===== src/rtl/timer_pkg.sv =====
// Shared definitions for the multi-channel countdown timer: channel state encoding,
// default count width and the prescaler divide-ratio helper.
package timer_pkg;

  typedef enum logic [1:0] {
    IDLE = 2'd0,
    RUN  = 2'd1,
    DONE = 2'd2
  } state_t;

  localparam int unsigned CNT_W_DEFAULT = 5;

  // Zero tick rate yields DIV=0 so the top-level range check rejects it.
  function automatic int unsigned calc_div(input int unsigned clk_hz, input int unsigned tick_hz);
    if (tick_hz == 0) return 0;
    return clk_hz / tick_hz;
  endfunction

endpackage


===== src/rtl/timer_channel.sv =====
// One countdown channel: loads on start, decrements on unpaused ticks, and flags
// expiry either as a held level (one-shot) or a single-cycle pulse (auto-reload).
module timer_channel
  import timer_pkg::*;
#(
  parameter int unsigned CNT_W = CNT_W_DEFAULT
) (
  input  logic             clock,
  input  logic             reset,
  input  logic             start,
  input  logic [CNT_W-1:0] value,
  input  logic             tick,
  input  logic             pause,
  input  logic             auto_reload,
  output logic [CNT_W-1:0] count,
  output logic             busy,
  output logic             expired
);

  state_t           state, state_next;
  logic [CNT_W-1:0] count_next;
  logic [CNT_W-1:0] reload_reg, reload_next;
  logic             expired_next;

  always_ff @(posedge clock or posedge reset) begin
    if (reset) begin
      state      <= IDLE;
      count      <= '0;
      reload_reg <= '0;
      expired    <= 1'b0;
    end else begin
      state      <= state_next;
      count      <= count_next;
      reload_reg <= reload_next;
      expired    <= expired_next;
    end
  end

  always_comb begin
    state_next   = state;
    count_next   = count;
    reload_next  = reload_reg;
    expired_next = expired;
    if (start) begin
      // A load wins over any tick arriving in the same cycle.
      count_next   = value;
      reload_next  = value;
      state_next   = (value != '0) ? RUN : DONE;
      expired_next = (value == '0);
    end else begin
      case (state)
        RUN: begin
          expired_next = 1'b0;
          if (tick && !pause) begin
            if (count > CNT_W'(1)) begin
              count_next = count - CNT_W'(1);
            end else if (auto_reload && reload_reg != '0) begin
              count_next   = reload_reg;
              expired_next = 1'b1;
            end else begin
              count_next   = '0;
              state_next   = DONE;
              expired_next = 1'b1;
            end
          end
        end
        default: ;
      endcase
    end
  end

  always_comb begin
    busy = (state == RUN);
  end

endmodule


===== src/rtl/multi_countdown_timer.sv =====
// N-channel countdown timer sharing one free-running tick prescaler; the registered
// tick strobe is both exported and fed to every channel.
module multi_countdown_timer
  import timer_pkg::*;
#(
  parameter int unsigned CLK_HZ  = 100_000_000,
  parameter int unsigned TICK_HZ = 1,
  parameter int unsigned CNT_W   = CNT_W_DEFAULT,
  parameter int unsigned N_CH    = 2
) (
  input  logic                  clock,
  input  logic                  reset,
  input  logic [N_CH-1:0]       start,
  input  logic [N_CH*CNT_W-1:0] value,
  input  logic [N_CH-1:0]       pause,
  input  logic [N_CH-1:0]       auto_reload,
  output logic                  one_hz_enable,
  output logic [N_CH*CNT_W-1:0] count,
  output logic [N_CH-1:0]       busy,
  output logic [N_CH-1:0]       expired
);

  localparam int unsigned DIV = calc_div(CLK_HZ, TICK_HZ);
  localparam int unsigned PW  = (DIV > 2) ? $clog2(DIV) : 1;

  if (DIV < 2) begin : g_bad_div
    $error("multi_countdown_timer: CLK_HZ/TICK_HZ must be at least 2");
  end

  logic [PW-1:0] prescaler;
  logic          wrap;

  always_comb begin
    wrap = (prescaler == PW'(DIV - 1));
  end

  always_ff @(posedge clock or posedge reset) begin
    if (reset) begin
      prescaler     <= '0;
      one_hz_enable <= 1'b0;
    end else begin
      prescaler     <= wrap ? '0 : prescaler + PW'(1);
      one_hz_enable <= wrap;
    end
  end

  for (genvar i = 0; i < N_CH; i++) begin : g_ch
    timer_channel #(.CNT_W(CNT_W)) u_channel (
      .clock       (clock),
      .reset       (reset),
      .start       (start[i]),
      .value       (value[i*CNT_W +: CNT_W]),
      .tick        (one_hz_enable),
      .pause       (pause[i]),
      .auto_reload (auto_reload[i]),
      .count       (count[i*CNT_W +: CNT_W]),
      .busy        (busy[i]),
      .expired     (expired[i])
    );
  end

endmodule


===== config.mk =====
export PLATFORM = sky130hd
export DESIGN_NAME = multi_countdown_timer
export DESIGN_NICKNAME = d
export VERILOG_FILES = /design/src/rtl/timer_pkg.sv /design/src/rtl/timer_channel.sv /design/src/rtl/multi_countdown_timer.sv
export SDC_FILE = /design/constraint.sdc
export NUM_CORES = 1
export LEC_CHECK = 0
export CAP_MARGIN = 5
export CORE_MARGIN = 8
export CORE_UTILIZATION = 25
export DETAILED_ROUTE_END_ITERATION = 7
export DONT_BUFFER_PORTS = 1
export PLACE_DENSITY = 0.52
export REMOVE_ABC_BUFFERS = 1
export SLEW_MARGIN = 15
export SYNTH_ARGS = -nofsm -noshare
export SYNTH_HDL_FRONTEND = slang
export SYNTH_SLANG_ARGS = --single-unit

===== constraint.sdc =====
create_clock -name clock -period 1.66 [get_ports clock]
set_input_delay 0.249 -clock clock [delete_from_list [all_inputs] [get_ports clock]]
set_output_delay 0.249 -clock clock [all_outputs]
set_load 0.05 [all_outputs]

==> results.toml <==
[power_and_ir_drop]
combPwrFrac_pct = 13.8
p_leak_nw = 1.61
ir_worst_vdd_mv = 0.578
p_switching_mw = 0.756
swShare_pct = 24.9
totalPowerFinal_mw = 3.03
p_per_area_nw_per_um2 = 811
p_int_mw = 2.27
p_clk_share_pct = 39.5
p_seq_share_pct = 46.7

[logic_synthesis]
yosysSeqAreaShare_pct = 47.5
synthesis.area_um2 = 2850
ys_ff_latch = 54
synth.top_cells.by_area = "dfrtp_1 47%, a21oi_1 4.0%, xor2_1 3.4%, o21ai_0 3.3%, nand2_1 2.8%"
synthFlopType = "dfrtp_1"
yosysTopAreaCell = "dfrtp_1"
syn-instance-count = 291
async_flop_share_pct = 100
synth_top_cell_area_share_pct = 47.5
synth_area_per_cell_um2 = 9.78
synth_edf_count = 0
synth.distinct_cells = 48
yosysWarnings = 0

[global_routing]
busiest_layer = "met2"
grt_usage_pct = 9.37
grt_use_met1_pct = 11.2
antenna_found_initial = 0
grt_max_degree = 30
overflow = 0
gr-usage-met2_pct = 16.2
grt_use_met3_pct = 2.25
grt_pass1_wl_um = 11500
grt_pass1_vias = 2381

[setup_path]
cp_max_fo = 7
rr_worst_depth = 6
r2r_start = "prescaler[1]$_DFF_PP0_"
crit_buf_inv = 1
endpoint_kind = "register"
critical_path_class = "reg2reg"
r2r_end = "prescaler[22]$_DFF_PP0_"
slowest_stage = "or4_4"
startpoint_type = "register"
critPathTopFamily = "simple AND/OR/NAND/NOR gates"
arrival_ns = 1.99
r2r_slack_ns = -0.11
critPathMaxStageDelay_ns = 0.52
path_cells = "ha_2 > nand2_2 > or4_4 > buf_6 > or3_1 > a21oi_2"
worstPathRequired_ns = 1.88

[cells_and_area]
n_antenna_cell = 0
layout.nets = 368
largest_reg_flops = 27
drive_gt1_share_pct = 28.1
fin_util_pct = 33.2
area_growth_pct = 31.3

[clock_network]
clk_pin_slew_ns = 0.07
cts_tree = "done"
clk_path_buf_depth = 2
insertion_delay_ns = 0.29
cts_buffers = 5
root_buffer = "clkbuf_16"
cts_htree_levels = 2
clock_sinks = 54

[detailed_routing]
drt-total-wl_um = 6850
wl_per_cell_um = 14.0
dr.pass1.iters = 6
drc_errors = 0
drt_iter0_drc = 180
viasPerCell = 4.77
ant_nets = 0
via_count = 2329

[floorplanning]
die_w_um = 123
num_rows = 39
die_h_um = 123
initial_core_util_pct = 25.3
coreArea_um2 = 11300
pin_count = 33
die_area_um2 = 15100

[sta]
tns_ns = -0.832
finalCriticalPeriod_ns = 1.77
fmax_ghz = 0.566
finalHoldViolations = 0
skew_ns = 0.00569
relSlewSlack_pct = 76.8
worst_slack_ns = -0.107
drv_slew = 0
worst_pin_slew_ns = 0.348
setup_violations = 16
rsz0062_at_grt = "yes"
fin_crit_sh_pct = 106

[run]
drv_cap = 0

[place]
hpwlAfterDp_um = 5130
numPortBuffers = 0
routabilityCongestion = 0.794

[min_path]
min_to = "g_ch[1].u_channel.count[2]$_DFFE_PP0P_"
hold_depth = 1
hp-start = "start[1]"
hp-class = "in2reg"

[status]
status = "finished with violations"
violations = "negative setup slack"
-- what timing repair did --
item	in CTS	in global routing
resized for setup	11	18
hold buffers	1	0
pin swaps	11	5
buffers inserted	1	6
hold endpoints to repair	13	0
setup endpoints to repair	17	30
cloned	1	0
-- per-layer routing --
layer | vias to the layer above | share of wire, %
li1 | 1151 | -
met1 | 1142 | 45
met2 | 32 | 49
met3 | 4 | 4.8
met4 | 0 | 1.2
met5 | - | 0
-- power groups by stage --
stage	Sequential (mW)	Combinational, mW	Clock [mW]
after floorplan	1.53	0.178	0
after global placement	1.44	0.407	0
after detailed placement	1.44	0.408	0
after CTS	1.41	0.413	1.24
after global routing	1.42	0.460	1.29
final	1.41	0.419	1.20
-- Yosys cell counts, types with 4 or more instances --
master and n:
nor2b_1 7, xor2_1 11, ha_1 5, mux2_2 6
o21ai_0 19, buf_4 4, nand4_1 4, nor2_1 15
or4_1 7, or3_1 7, a211oi_1 4, dfrtp_1 54
nand2_1 21, and3_1 4, a21o_1 5, nand3_1 11
inv_1 16, clkbuf_1 8, xnor2_1 9, nor3_1 6
a21oi_1 23
-- stage by stage --
stage	instances	hold slack, ns	cell area [um2]	worst slack [ns]
6_report	488	0.0463	3740	-0.107
3_5_place_dp	472	0.119	3370	-0.183
5_1_grt	488	0.0414	3740	-0.184
2_1_floorplan	276	0.338	2770	-0.276
4_1_cts	482	0.0342	3620	-0.106
3_3_place_gp	472	0.116	3370	-0.148
-- worst max-delay path by stage --
stage                                                       from                                      to  cells after the start  slack, ns
after detailed placement                  prescaler[1]$_DFF_PP0_                 prescaler[20]$_DFF_PP0_                      6      -0.18
after global routing                      prescaler[1]$_DFF_PP0_                 prescaler[20]$_DFF_PP0_                      6      -0.18
after global placement                    prescaler[0]$_DFF_PP0_                 prescaler[26]$_DFF_PP0_                      5      -0.15
after floorplan           g_ch[0].u_channel.state[1]$_DFFE_PP0P_  g_ch[0].u_channel.count[0]$_DFFE_PP0P_                      4      -0.28
final                                     prescaler[1]$_DFF_PP0_                 prescaler[22]$_DFF_PP0_                      6      -0.11
after CTS                                 prescaler[1]$_DFF_PP0_                 prescaler[20]$_DFF_PP0_                      6      -0.11
-- cells by family after synthesis --
kind of cell / synth area share [%]
adders and majority gates: 2.20
xor gates and xnor gates: 6.15
buffers and inverters: 4.70
muxes: 2.37
DFF: 47.5
AOI/OAI and AO/OA: 15.6
and+or+nand+nor: 21.5
-- cells in the final DEF (no fill, tap or decap), drive strengths merged, types with 3 or more instances in the layout --
| master | instances |
|---|---|
| nor2b | 7 |
| a21oi | 23 |
| nor4 | 4 |
| nor2 | 15 |
| nand4 | 6 |
| a21o | 5 |
| or4 | 8 |
| dfrtp | 54 |
| and2 | 3 |
| o21ai | 19 |
| buf | 61 |
| ha | 5 |
| and3 | 4 |
| or3 | 7 |
| nand3 | 11 |
| a211oi | 4 |
| nor3 | 6 |
| clkbuf | 6 |
| nand2 | 21 |
| o31ai | 3 |
| mux2 | 6 |
| a311oi | 3 |
| o21bai | 3 |
| xor2 | 11 |
| o211ai | 3 |
| inv | 16 |
| xnor2 | 9 |
-- final cells by class --
class                   instances  area (um2)
fillers                      1121        7530
well taps                     143         179
flip-flops and latches         54        1350
inverters                      16        60.1
repair buffers                 62         520
multi-input cells             206        1460
clock buffers                   6         139
clock inverters                 1        30.0
No activity file was read; power rests on OpenSTA's default activity.
